==> src/rtl/tristate_bus_arbiter.sv <==
`default_nettype none
// +----------------------------------------------------------------------------+
// | Module      : tristate_bus_arbiter                                         |
// | Description : Round-robin owner sequencer for a shared tristate bus with a |
// |               one-cycle all-off turnaround between owners and hold limit.  |
// | Revision    : 1.0 - initial release                                        |
// +----------------------------------------------------------------------------+
module tristate_bus_arbiter #(
   parameter int N_REQ    = 4,
   parameter int MAX_HOLD = 8,
   parameter int IDX_W    = $clog2(N_REQ)
) (
   input  logic             clk,
   input  logic             rst,
   input  logic [N_REQ-1:0] req,
   output logic [N_REQ-1:0] gnt,
   output logic [N_REQ-1:0] en,
   output logic [IDX_W-1:0] owner,
   output logic             busy
);

   localparam int                  c_HOLD_W   = $clog2(MAX_HOLD + 1);
   localparam logic [c_HOLD_W-1:0] c_HOLD_MAX = c_HOLD_W'(MAX_HOLD);
   localparam logic [c_HOLD_W-1:0] c_HOLD_ONE = c_HOLD_W'(1);
   localparam logic [IDX_W-1:0]    c_LAST_RST = IDX_W'(N_REQ - 1);

   typedef enum logic [1:0] {
      S_IDLE  = 2'd0,
      S_DRIVE = 2'd1,
      S_TURN  = 2'd2
   } state_t;

   state_t              r_state;
   logic [IDX_W-1:0]    r_last;
   logic [IDX_W-1:0]    r_owner;
   logic [c_HOLD_W-1:0] r_hold_cnt;
   logic [N_REQ-1:0]    r_gnt;
   logic [N_REQ-1:0]    r_en;
   logic                r_busy;

   logic                w_found;
   logic [IDX_W-1:0]    w_win;
   logic [IDX_W-1:0]    w_cand;
   logic [N_REQ-1:0]    w_win_oh;
   logic [N_REQ-1:0]    w_owner_oh;
   logic                w_owner_req;
   logic                w_others;
   logic                w_hold_full;
   logic                w_release;

   // Search starts just past the previous owner, so it only wins again when alone.
   always_comb begin
      w_found = 1'b0;
      w_win   = '0;
      w_cand  = '0;
      for (int i = 1; i <= N_REQ; i++) begin
         w_cand = IDX_W'((int'(r_last) + i) % N_REQ);
         if (!w_found && req[w_cand]) begin
            w_found = 1'b1;
            w_win   = w_cand;
         end
      end
   end

   always_comb begin
      w_win_oh          = '0;
      w_win_oh[w_win]   = 1'b1;
      w_owner_oh        = '0;
      w_owner_oh[r_owner] = 1'b1;
   end

   assign w_owner_req = req[r_owner];
   assign w_others    = |(req & ~w_owner_oh);
   assign w_hold_full = (r_hold_cnt == c_HOLD_MAX);
   assign w_release   = !w_owner_req || (w_hold_full && w_others);

   always_ff @(posedge clk or negedge rst) begin
      if (!rst) begin
         r_state    <= S_IDLE;
         r_last     <= c_LAST_RST;
         r_owner    <= '0;
         r_hold_cnt <= '0;
         r_gnt      <= '0;
         r_en       <= '0;
         r_busy     <= 1'b0;
      end else begin
         case (r_state)
            S_IDLE, S_TURN: begin
               if (w_found) begin
                  r_state    <= S_DRIVE;
                  r_owner    <= w_win;
                  r_gnt      <= w_win_oh;
                  r_en       <= w_win_oh;
                  r_busy     <= 1'b1;
                  r_hold_cnt <= c_HOLD_ONE;
               end else begin
                  r_state    <= S_IDLE;
                  r_gnt      <= '0;
                  r_en       <= '0;
                  r_busy     <= 1'b0;
                  r_hold_cnt <= '0;
               end
            end
            S_DRIVE: begin
               if (w_release) begin
                  r_state    <= S_TURN;
                  r_last     <= r_owner;
                  r_gnt      <= '0;
                  r_en       <= '0;
                  r_busy     <= 1'b0;
                  r_hold_cnt <= '0;
               end else if (w_hold_full) begin
                  // Sole requester at the limit keeps the bus with no turnaround gap.
                  r_hold_cnt <= '0;
               end else begin
                  r_hold_cnt <= r_hold_cnt + 1'b1;
               end
            end
            default: begin
               r_state    <= S_IDLE;
               r_gnt      <= '0;
               r_en       <= '0;
               r_busy     <= 1'b0;
               r_hold_cnt <= '0;
            end
         endcase
      end
   end

   assign gnt   = r_gnt;
   assign en    = r_en;
   assign owner = r_owner;
   assign busy  = r_busy;

endmodule
`default_nettype wire

==> config.mk <==
export PLATFORM = sky130hd
export DESIGN_NAME = tristate_bus_arbiter
export DESIGN_NICKNAME = d
export VERILOG_FILES = /design/src/rtl/tristate_bus_arbiter.sv
export SDC_FILE = /design/constraint.sdc
export NUM_CORES = 1
export LEC_CHECK = 0
export ABC_AREA = 1
export CAP_MARGIN = 40
export CELL_PAD_IN_SITES_DETAIL_PLACEMENT = 1
export CELL_PAD_IN_SITES_GLOBAL_PLACEMENT = 1
export CORE_MARGIN = 3
export CORE_UTILIZATION = 41
export DETAILED_ROUTE_END_ITERATION = 8
export PLACE_DENSITY = 0.85
export SLEW_MARGIN = 0
export SYNTH_ARGS = -nofsm -noshare
export SYNTH_HDL_FRONTEND = slang
export SYNTH_SLANG_ARGS = --single-unit
==> constraint.sdc <==
create_clock -name clk -period 2.99 [get_ports clk]
set_input_delay 0.299 -clock clk [delete_from_list [all_inputs] [get_ports clk]]
set_output_delay 0.299 -clock clk [all_outputs]
set_load 0.02 [all_outputs]
==> results.yml, run 1 <==
setup_path:
  cp.arrival_ps: 2050
  cp-startpoint: "r_last[0]"
  worstSetupEndpointType: "flop"
  rr_startpoint: "r_last[0]"
  critPathMaxFanout: 12
  worstPathRequired_ps: 3170
  timing.rr.end: "owner[0]"
  crit_path_end: "owner[0]"
  path_class: "reg2reg"
  worst_setup_path_start_kind: "flop"
  r2r_slack_ps: 1120
  reg2regPathDepth: 11
outcome:
  outcome: "completed"
die:
  chipHeight_um: 57.9
  io_pins: 17
  num_rows: 18
  initial_core_util: 0.438
  core_mm2: 0.00252
  die_w_um: 57.9
  die_area_mm2: 0.00335
grt:
  grt_usage: 0.188
  grt_max_degree: 15
  grt_pass1_wl_um: 4910
  antenna_found_initial: 0
  grt_pass1_vias: 1088
  overflow: 0
synth:
  synthTopCellsByArea: "dfrtp_1 (27%), nand2_1 (16%), nand2_2 (6.8%)"
  syn_area_mm2: 0.00110
  synth_top_cell_area_share: 0.272
  ys_warn_count: 0
  synth-seq-cells: 14
  synth_cells: 151
  yosys.area.top_type: "dfrtp_1"
  avgSynthCellArea_um2: 7.32
  synth_nets: 159
  yosysUniqueCellTypes: 24
  ys_seq_area_frac: 0.319
placement:
  portBuffers: 16
  place_area_mm2: 0.00124
  gp_congestion: 0.805
  dp_hpwl_um: 2180
  dpl_worst_slack_ps: 1090
clocking:
  cts-root-buf: "clkbuf_4"
  cts_buffers: 3
  post-cts-setup-buffers: 0
  tritoncts: "yes"
  htree_levels: 1
  clock_path_buffers: 2
  clk_pin_slew_ps: 90
  clk_latency_ps: 280
  hold_buffers: 0
  post_cts_resized: 0
  cts_num_sinks: 14
hold_path:
  min_path_type: "in2async"
sta:
  max_slew_margin: 0.577
  finalMaxSlewViolations: 0
  tightest_slew_ps: 633
  setup_viol: 0
  finalCritPeriodShare: 0.624
  period_needed_ps: 1870
  hold_viol: 0
  max_freq_mhz: 536
  grt_setup_unrepaired: "false"
  finalSetupTns_ps: 0
  setup_slack_ps: 1120
  skew_ps: 5.86
final_layout:
  drive_gt1_frac: 0.226
  final_cell_area_mm2: 0.00128
  fin_util: 0.507
  num-nets-final: 173
  area_delta_synth_final_pct: 15.7
  antennaDiodeCount: 0
power_and_ir_drop:
  leakagePower_nw: 0.647
  finalPower_mw: 1.40
  ir_drop_mv: 0.538
  power_density_mw_per_mm2: 1090
routing:
  route.detailed.drc: 0
  wl_per_cell_um: 13.7
  viasPerCell: 5.13
  wl_um: 2660
  drt_first_pass_iters: 4
  vias: 995
  ant_nets: 0
  drt_iter0_markers: 31
run:
  maxCapViolCount: 0
[worst min-delay path by stage]
stage,from,endpoint,slack (ps),cells after the start
after floorplan,rst,busy,3,0
after global placement,en[0],en[0],490,2
after detailed placement,en[3],en[3],500,2
after CTS,rst,owner[1],410,1
after global routing,rst,r_hold_cnt[1],430,1
final,rst,owner[0],400,1
[Yosys cell counts, drive strengths merged]
master / n
a21oi: 2
buf: 7
dfrtp: 12
dfstp: 2
ha: 2
inv: 18
nand2: 65
nand3: 16
nand3b: 1
nand4: 4
nor2: 10
o2111ai: 1
o21ai: 9
xnor2: 1
xor2: 1
[per-stage QoR]
stage,cells,hold WS [ps]
2_1_floorplan,151,3.41
3_3_place_gp,190,491
3_5_place_dp,190,501
4_1_cts,194,409
5_1_grt,194,434
6_report,194,403
[metal layers]
metal,GRT usage,vias up,wire length [um]
li1,-,498,-
met1,0.241,486,1230
met2,0.318,9,1360
met3,0.0423,2,53
met4,0.0497,0,19
met5,0,-,0
[logic make-up (layout without fill, tap and decap cells)]
family,Yosys count,in the layout,share of synthesized area
AND/OR/NAND/NOR,96,96,0.462
AO/OA/AOI/OAI,12,12,0.0646
flip-flops,14,14,0.319
adder cells (fa/ha/maj),2,2,0.0226
XOR/XNOR,2,2,0.0159
buffers and inverters,25,38,0.116
[power breakdown]
group / switching [mW] / internal (mW)
combinational: 0.589 / 0.322
clock: 0.0617 / 0.0741
sequential: 0.0867 / 0.266
[area by class of cell]
class                      instances  area [um2]
multi-input combinational        112         624
sequential                        14         353
clock buffer                       4        36.3
fill                             346        1240
tap                               30        37.5
timing repair buffer              16         160
inverter                          18        67.6
[placed cells by master (no fill, tap or decap), types with 2 or more instances in the layout]
master and n:
nand2_1 48, clkdlybuf4s50_1 16, inv_1 14, nand3_1 14, nand2_2 12, dfrtp_1 12, o21ai_0 6, nor2_1 5
nand2_4 5, nand4_1 4, inv_2 4, nor2_2 4, clkbuf_4 3, o21ai_2 2, nand3_2 2, a21oi_1 2
ha_1 2, dfstp_2 2
[worst max-delay path, stage by stage, from the launching register on]
cell and delay (ps):
dfstp_2 670, inv_2 180, nand2_1 120, nand2_2 90, nand2_2 90, nand2_4 70
nor2_8 130, nand3b_4 90, nand2_2 110, inv_2 70, nand2_1 90, o21ai_2 50
[registers in the layout, indices dropped and copies added (netlist names)]
signal and count:
r_hold_cnt 4, en 4, r_last 2, r_state 1
busy 1, owner 2
(Power assumes the default switching activity.)
==> run 2: changes to the inputs <==
CORE_UTILIZATION = 34   (was 41)
PLACE_DENSITY = 0.76   (was 0.85)
clock period = 1.65 ns   (was 2.99 ns; I/O delays follow)
==> run 2 against run 1 <==
Highest routed layer unchanged; the run now ends with negative setup slack left; setup slack worse by 1100 ps; first-iteration DRC count down 77%; clock skew down 3.8 ps; clock-buffer cell count unchanged.
==> results.yml, run 2 (synthesized netlist as in run 1, its figures left out) <==
outcome:
  outcome: "complete, but fails checks"
  violations: "negative setup slack"
final_layout:
  fillers: 405
  antennaDiodeCount: 0
  area_delta_synth_final_pct: 28.4
  final-seq-area_um2: 354
  final_cell_mix: "nand2_1 (47), clkdlybuf4s50_1 (15), inv_1 (13), nand3_1 (13), buf_4 (13)"
  final_cell_area_mm2: 0.00142
  final_common_cell: "nand2_1"
  num-nets-final: 186
  drive_gt1_frac: 0.311
  multiInputGateArea_um2: 641
grt:
  grt_pass1_vias: 1158
  grt_max_degree: 15
  grt_usage: 0.162
  antenna_found_initial: 0
  grt_pass1_wl_um: 5150
  overflow: 0
sta:
  hold_viol: 0
  skew_ps: 2.08
  finalSetupTns_ps: -28.9
  max_slew_margin: 0.589
  setup_slack_ps: -11.6
  setup_viol: 3
  finalMaxSlewViolations: 0
  whs_ps: 271
  tightest_slew_ps: 615
  grt_setup_unrepaired: "true"
  period_needed_ps: 1660
  max_freq_mhz: 602
  finalCritPeriodShare: 1.01
routing:
  met3_length_um: 67
  vias: 1048
  routedLengthMet1_um: 1180
  wl_met2_um: 1600
  drt_iter0_markers: 7
  viasPerCell: 4.74
  ant_nets: 0
  route.detailed.drc: 0
  drt_first_pass_iters: 2
  wl_per_cell_um: 13.1
  top_layer: "met4"
  wl_um: 2900
power_and_ir_drop:
  finalPower_mw: 2.81
  power_density_mw_per_mm2: 1980
  leakagePower_nw: 0.726
  ir_drop_mv: 0.982
die:
  chipHeight_um: 63.0
  die_w_um: 63.0
  core_mm2: 0.00308
  io_pins: 17
  die_area_mm2: 0.00397
  num_rows: 20
  initial_core_util: 0.359
placement:
  portBuffers: 16
  gp_congestion: 0.784
  dp_hpwl_um: 2320
  place_area_mm2: 0.00134
run:
  maxCapViolCount: 0
setup_path:
  cp.arrival_ps: 1880
  critPathMaxFanout: 5
  worstPathRequired_ps: 1870
  worst_setup_path_start_kind: "flop"
  path_class: "reg2reg"
  worstSetupEndpointType: "flop"
clocking:
  htree_levels: 1
  tritoncts: "yes"
  clock_path_buffers: 2
  cts_num_sinks: 14
  clk_latency_ps: 270
  cts-root-buf: "clkbuf_4"
  clk_pin_slew_ps: 80
  cts_buffers: 3
hold_path:
  min_path_type: "in2async"
## run 2: changes by cell type in the layout (fill, tap and decap cells not counted), sizes merged
cell / change
buf: +13
clkdlybuf4s50: -1
dlymetal6s2s: +1
## run 2: worst paths after layout
kind,depth (start not counted),start,slack [ps],endpoint
hold / removal,1,rst,270,busy
max in group asynchronous,1,rst,950,owner[0]
setup reg to reg,11,r_last[0],-10,en[0]
min in group clk,2,en[2],520,en[2]
setup / recovery,11,r_last[0],-10,en[0]
hold reg to reg,2,en[2],520,en[2]
## run 2: what timing repair did
item                       4_1_cts  5_1_grt
resized for setup                4        5
pin swaps                        3        1
setup buffers                    1        1
hold buffers                     0        0
setup endpoints to repair        5       11
## run 2: layer usage
layer,GRT usage,up-vias
met5,0,-
met4,0.0579,0
li1,-,527
met3,0.0288,6
met1,0.182,503
met2,0.302,12
## run 2: layout make-up
class | instances | area share
Inverter | 18 | 0.0511
Clock buffer | 4 | 0.0256
Sequential cell | 14 | 0.250
Tap cell | 44 | 0.0388
Timing Repair Buffer | 29 | 0.183
Multi-Input combinational cell | 112 | 0.451
## run 2: critical path, cell delays in order (launching register included)
cell	delay (ps)
dfstp_2	590
buf_4	150
nand2_1	70
nand2_2	120
nand2_1	90
nand2_2	80
inv_2	70
nand3_1	110
nor2_2	40
nor2_2	120
nand3_1	90
nand2_1	60
## run 2: power breakdown
group / internal (mW) / switching (mW)
registers: 0.484 / 0.114
logic: 0.770 / 1.20
clock network: 0.134 / 0.106
## run 2: through the flow
stage / util / setup slack (ps) / cells
after CTS: 0.455 / -7.87 / 220
after global placement: 0.436 / -38.0 / 215
after floorplan: - / 117 / 151
after detailed placement: 0.436 / -107 / 215
final: 0.461 / -11.6 / 221
after global routing: 0.461 / -126 / 221
==> run 3: changes to the inputs <==
CAP_MARGIN = 10   (was 40)
SLEW_MARGIN = unset   (was 0)
==> results of run 3 <==
The final DEF is identical to that of run 2; final timing and power are the same.
==> edit 1 (flow settings as in run 3) <==
`MAX_HOLD`: 8 -> 16.
--- a/src/rtl/tristate_bus_arbiter.sv
+++ b/src/rtl/tristate_bus_arbiter.sv
@@ -7,7 +7,7 @@
 // +----------------------------------------------------------------------------+
 module tristate_bus_arbiter #(
    parameter int N_REQ    = 4,
-   parameter int MAX_HOLD = 8,
+   parameter int MAX_HOLD = 16,
    parameter int IDX_W    = $clog2(N_REQ)
 ) (
    input  logic             clk,
Behaviour: not the same (a bounded check fails within 10 cycles, from zero or initial values and one cycle with rst low).
==> edit 1 against run 3 <==
- the run still ends with negative setup slack left
- wire length up 5.1%
- combinational power up 9%
- synthesized area down 2.4%
- worst setup slack worse by 0.0026 ns
- die area down 2.2%
- critical path depth unchanged
- sequential cell count up 1
- total power up 6.5%
- clock power down 13%
- design area up 5.6%
==> edit 1: results (changes against run 3) <==
* Outcome: finished with violations (unchanged)
* Violated checks: negative setup slack (unchanged)
* Root Driver: clkbuf_4 (unchanged)
* First-pass GRT wire length at 5130 µm (was 5150 µm)
* Number of library cell types mapped by synthesis at 25 (was 24)
* Vias in the first global route at 1158 (unchanged)
* Inst Count DP at 210 (was 215)
* Arrival time worst endpoint at 1.84 ns (was 1.88 ns)
* Largest net degree at the start of global routing at 16 (was 15)
* Max reg flops at 5
* GR Util All Layers at 16.0% (was 16.2%)
* Synth area leaders: dfrtp_1, nand2_1, nand3_1 (was dfrtp_1, nand2_1, nand2_2)
* Final worst clock skew at 0.00918 ns (was 0.00208 ns)
* Yosys Warn Count at 0 (unchanged)
* Post-DP HPWL at 2350 µm (was 2320 µm)
* Clk buf depth at 2 (unchanged)
* Post-DP Area at 0.00129 mm² (was 0.00134 mm²)
* CP max stage delay at 0.60 ns
* Synth Instances at 151 (unchanged)
* Fillers at 358 (was 405)
* DR vias/cell at 4.78 (was 4.74)
* Setup WS pre-CTS at -0.123 ns (was -0.107 ns)
* Synth cell count leaders: nand2_1, nand3_1, dfrtp_1, inv_1, nand2_2 (was nand2_1, inv_1, nand3_1)
* H-tree Lvls at 1 (unchanged)
* Largest register by flop count: r_hold_cnt
* Wire length per cell at 13.7 µm (was 13.1 µm)
* Total wire length at 3050 µm (was 2900 µm)
* Max_slew headroom at 84.6% (was 58.9%)
* Clock slew seen by the registers of the worst setup and hold paths at 0.10 ns (was 0.08 ns)
* Critical path launch point: r_last[0] (unchanged)
* Leak at 0.732 nW (was 0.726 nW)
* N_diodes at 0 (unchanged)
* Initial antenna violation count at 0 (unchanged)
* Final setup margin at -0.0143 ns (was -0.0116 ns)
* Syn_nets at 159 (unchanged)
* Clock latency on the worst-skew pair at 0.28 ns
* CP max FO at 9 (was 5)
* Cell with the most instances after synthesis: nand2_1 (unchanged)
* Worst hold-check path type: primary input to async pin (unchanged)
* IO buf count at 16 (unchanged)
* CP endpoint: en[2] (was en[0])
* Fin nets at 190 (was 186)
* Placer Congestion at 0.781 (was 0.784)
* Slowest library cell on the worst path: dfstp_2 (unchanged)
* R2R cell count at 11 (unchanged)
* CTS buffer count at 3 (unchanged)
* VDD IR max at 1.07 mV (was 0.982 mV)
* Layout cell share with drive strength beyond 1 at 36.5% (was 31.1%)
* Drt first pass iters at 3 (was 2)
* Initial DRC Count at 22 (was 7)
* Setup violators final at 1 (was 3)
* Async SR Flop Fraction at 100% (unchanged)
* Sequential area share after synthesis at 35.0% (was 31.9%)
[edit 1: cell types whose count changed in the layout (fill, tap and decap cells not counted), moves of 2 or more]
cell     change
buf_6        +2
nand3_1      -2
nand3_2      +2
nand2_1      -6
o21ai_1      +2
nor2_4       +4
inv_2        +2
nor2_2       -3
nand2_2      +5
[edit 1: logic make-up (layout without fill, tap and decap cells)]
| logic type | after synthesis | count (layout) | synth area share (%) |
|---|---|---|---|
| AOI/OAI and AO/OA | 10 | 10 | 5.34 |
| adders and majority gates | 2 | 2 | 2.32 |
| buffers and inverters | 25 | 55 | 11.1 |
| DFF | 15 | 15 | 35.0 |
| xor gates and xnor gates | 3 | 3 | 2.44 |
| and+or+nand+nor | 96 | 96 | 43.7 |
[edit 1: cell type report]
type | count | share of cell area (%)
multi-input combinational | 111 | 45.2
sequential | 15 | 25.4
clock inverter | 1 | 0.334
tap | 42 | 3.51
inverter | 19 | 4.92
clock buffer | 3 | 1.50
timing repair buffer | 32 | 19.2
[edit 1: worst min path at each step]
stage	end	slack, ns	depth (start not counted)
after global routing	en[3]	0.20	2
after global placement	en[2]	0.49	2
after detailed placement	en[3]	0.50	2
after CTS	en[3]	0.20	2
after floorplan	busy	-0.13	0
final	en[3]	0.19	2
[edit 1: what timing repair did]
item                       CTS  global route
setup endpoints to repair    4            10
resized for setup            7            25
buffers inserted             5             4
pin swaps                   10             6
[edit 1: where the power goes]
group | internal, mW | switching (mW) | total (mW)
Clock | 0.0899 | 0.119 | 0.209
Combinational | 0.854 | 1.29 | 2.14
Sequential | 0.517 | 0.129 | 0.646
[edit 1: stage by stage]
step / setup TNS [ns] / utilization [%] / power [mW]
floorplan: 0 / - / 1.86
global placement: -0.151 / 45.0 / 2.29
detailed placement: -0.536 / 45.0 / 2.37
CTS: -0.127 / 48.2 / 2.72
global route: -0.626 / 52.1 / 3.28
finish: -0.0143 / 52.1 / 2.99
[edit 1: routing by layer]
layer | part of all wire [%] | vias to the layer above | routed length [µm] | track usage, %
met5 | 0 | - | 0 | 0
met4 | 1.6 | 0 | 48 | 4.96
met3 | 1.1 | 6 | 33 | 1.08
met2 | 58 | 5 | 1770 | 31.6
met1 | 39 | 521 | 1190 | 18.2
li1 | - | 535 | - | -
[edit 1: worst max-delay path, delay by kind of cell (launching register included)]
family / cells / cell delay, ns
DFF: 1 / 0.60
and+or+nand+nor: 10 / 0.88
buffers and inverters: 1 / 0.08
==> edit 2 (config.mk and constraints of run 3) <==
Made on the original files. Encoding of `state_t`: now one-hot (3 bits for 3 states).
--- a/src/rtl/tristate_bus_arbiter.sv
+++ b/src/rtl/tristate_bus_arbiter.sv
@@ -24,10 +24,10 @@
    localparam logic [c_HOLD_W-1:0] c_HOLD_ONE = c_HOLD_W'(1);
    localparam logic [IDX_W-1:0]    c_LAST_RST = IDX_W'(N_REQ - 1);
 
-   typedef enum logic [1:0] {
-      S_IDLE  = 2'd0,
-      S_DRIVE = 2'd1,
-      S_TURN  = 2'd2
+   typedef enum logic [2:0] {
+      S_IDLE  = 3'b001,
+      S_DRIVE = 3'b010,
+      S_TURN  = 3'b100
    } state_t;
 
    state_t              r_state;
Formal check against the unedited RTL: no difference found for any inputs over 10 cycles, from zero or initial values and one cycle with rst low; not proved beyond that.
==> edit 2 against run 3 <==
- the run still ends with negative setup slack left
- design area is 4.0% higher
- worst setup slack gained 0.0055 ns
- synthesized area rose by 2.9%
- sequential cell count grew 2
- sequential share of layout area rose by 2.4 points
- total power up 4.1%
- wire length is 1.3% lower
- critical path type unchanged
- largest cell class unchanged
==> edit 2: results (changes against run 3) <==
* Post-CTS Setup Bufs at 0 (was 1)
* Switching power at 1.45 mW (was 1.42 mW)
* Fillers at 421 (was 405)
* Outcome: finished with violations (unchanged)
* Fin nets at 192 (was 186)
* Post_cts resized at 3 (was 4)
* Clk buf depth at 2 (unchanged)
* Inst Count DP at 222 (was 215)
* Leak at 0.720 nW (was 0.726 nW)
* Yosys Warn Count at 0 (unchanged)
* Final setup margin at -0.00619 ns (was -0.0116 ns)
* Final worst clock skew at 0.00376 ns (was 0.00208 ns)
* WL met3 at 26 µm (was 67 µm)
* Met3 Usage GRT at 1.23% (was 2.88%)
* CP endpoint: owner[0] (was en[0])
* CP max FO at 10 (was 5)
* Clk power at 0.260 mW (was 0.240 mW)
* M1 GR Usage at 16.9% (was 18.2%)
* Met1 Routed Length at 1170 µm (was 1180 µm)
* Largest net degree at the start of global routing at 17 (was 15)
* Post-DP Area at 0.00138 mm² (was 0.00134 mm²)
* Placer Congestion at 0.801 (was 0.784)
* First-pass GRT wire length at 5130 µm (was 5150 µm)
* Sequential area share after synthesis at 35.5% (was 31.9%)
* Wire length per cell at 12.6 µm (was 13.1 µm)
* Violated checks: negative setup slack (unchanged)
* DR vias/cell at 4.77 (was 4.74)
* CP max stage delay at 0.60 ns
* Synth area leaders: dfrtp_1, nand2_1, nand2_2 (unchanged)
* Combinational power at 1.98 mW
* Root Driver: clkbuf_4 (unchanged)
* GR Util All Layers at 15.4% (was 16.2%)
* Delay-heaviest family, CP: simple AND/OR/NAND/NOR gates (unchanged)
* Initial DRC Count at 16 (was 7)
* Number of library cell types mapped by synthesis at 24 (unchanged)
* Final core utilization at 47.2% (was 46.1%)
* R2R cell count at 10 (was 11)
* Hold WS at 0.184 ns (was 0.271 ns)
* Slowest library cell on the worst path: dfstp_2 (unchanged)
* N_diodes at 0 (unchanged)
* Layout cell share with drive strength beyond 1 at 33.3% (was 31.1%)
* Met2 wire length at 1630 µm (was 1600 µm)
* Synth cell count leaders: nand2_1, nand2_2, inv_1 (was nand2_1, inv_1, nand3_1)
* Setup violators final at 2 (was 3)
* Worst hold-check path type: primary input to async pin (unchanged)
* Vias in the first global route at 1216 (was 1158)
* GR Layer Usage met2 at 31.4% (was 30.2%)
* Critical path launch point type: flop (unchanged)
* Syn_nets at 166 (was 159)
* DR vias at 1082 (was 1048)
* Clock slew seen by the registers of the worst setup and hold paths at 0.10 ns (was 0.08 ns)
* VDD IR max at 0.877 mV (was 0.982 mV)
* Synth Instances at 158 (was 151)
* Clock latency on the worst-skew pair at 0.29 ns (was 0.27 ns)
* Post-DP HPWL at 2390 µm (was 2320 µm)
* Setup WS pre-CTS at -0.0846 ns (was -0.107 ns)
* Max_slew headroom at 83.3% (was 58.9%)
* Arrival time worst endpoint at 1.84 ns (was 1.88 ns)
## edit 2: area by class of cell
| cell class | instances | area share (%) |
|---|---|---|
| Multi-Input combinational cell | 116 | 44.2 |
| Sequential cell | 16 | 27.4 |
| Timing Repair Buffer | 27 | 17.0 |
| Inverter | 20 | 5.26 |
| Tap cell | 44 | 3.73 |
| Clock buffer | 4 | 2.46 |
## edit 2: cells by family (layout without fill, tap and decap cells)
group	after synthesis	after routing	synth area share (%)
AND/OR/NAND/NOR	99	99	43.2
adder cells (fa/ha/maj)	2	2	2.20
flip-flops	16	16	35.5
buffers and inverters	26	51	10.9
AO/OA/AOI/OAI	13	13	6.60
XOR/XNOR	2	2	1.54
## edit 2: stage by stage
stage / setup TNS, ns / power, mW
6_report: -0.00695 / 2.93
2_1_floorplan: 0 / 1.92
4_1_cts: -0.0109 / 2.82
5_1_grt: -1.01 / 3.20
3_5_place_dp: -0.375 / 2.51
3_3_place_gp: -0.00550 / 2.42
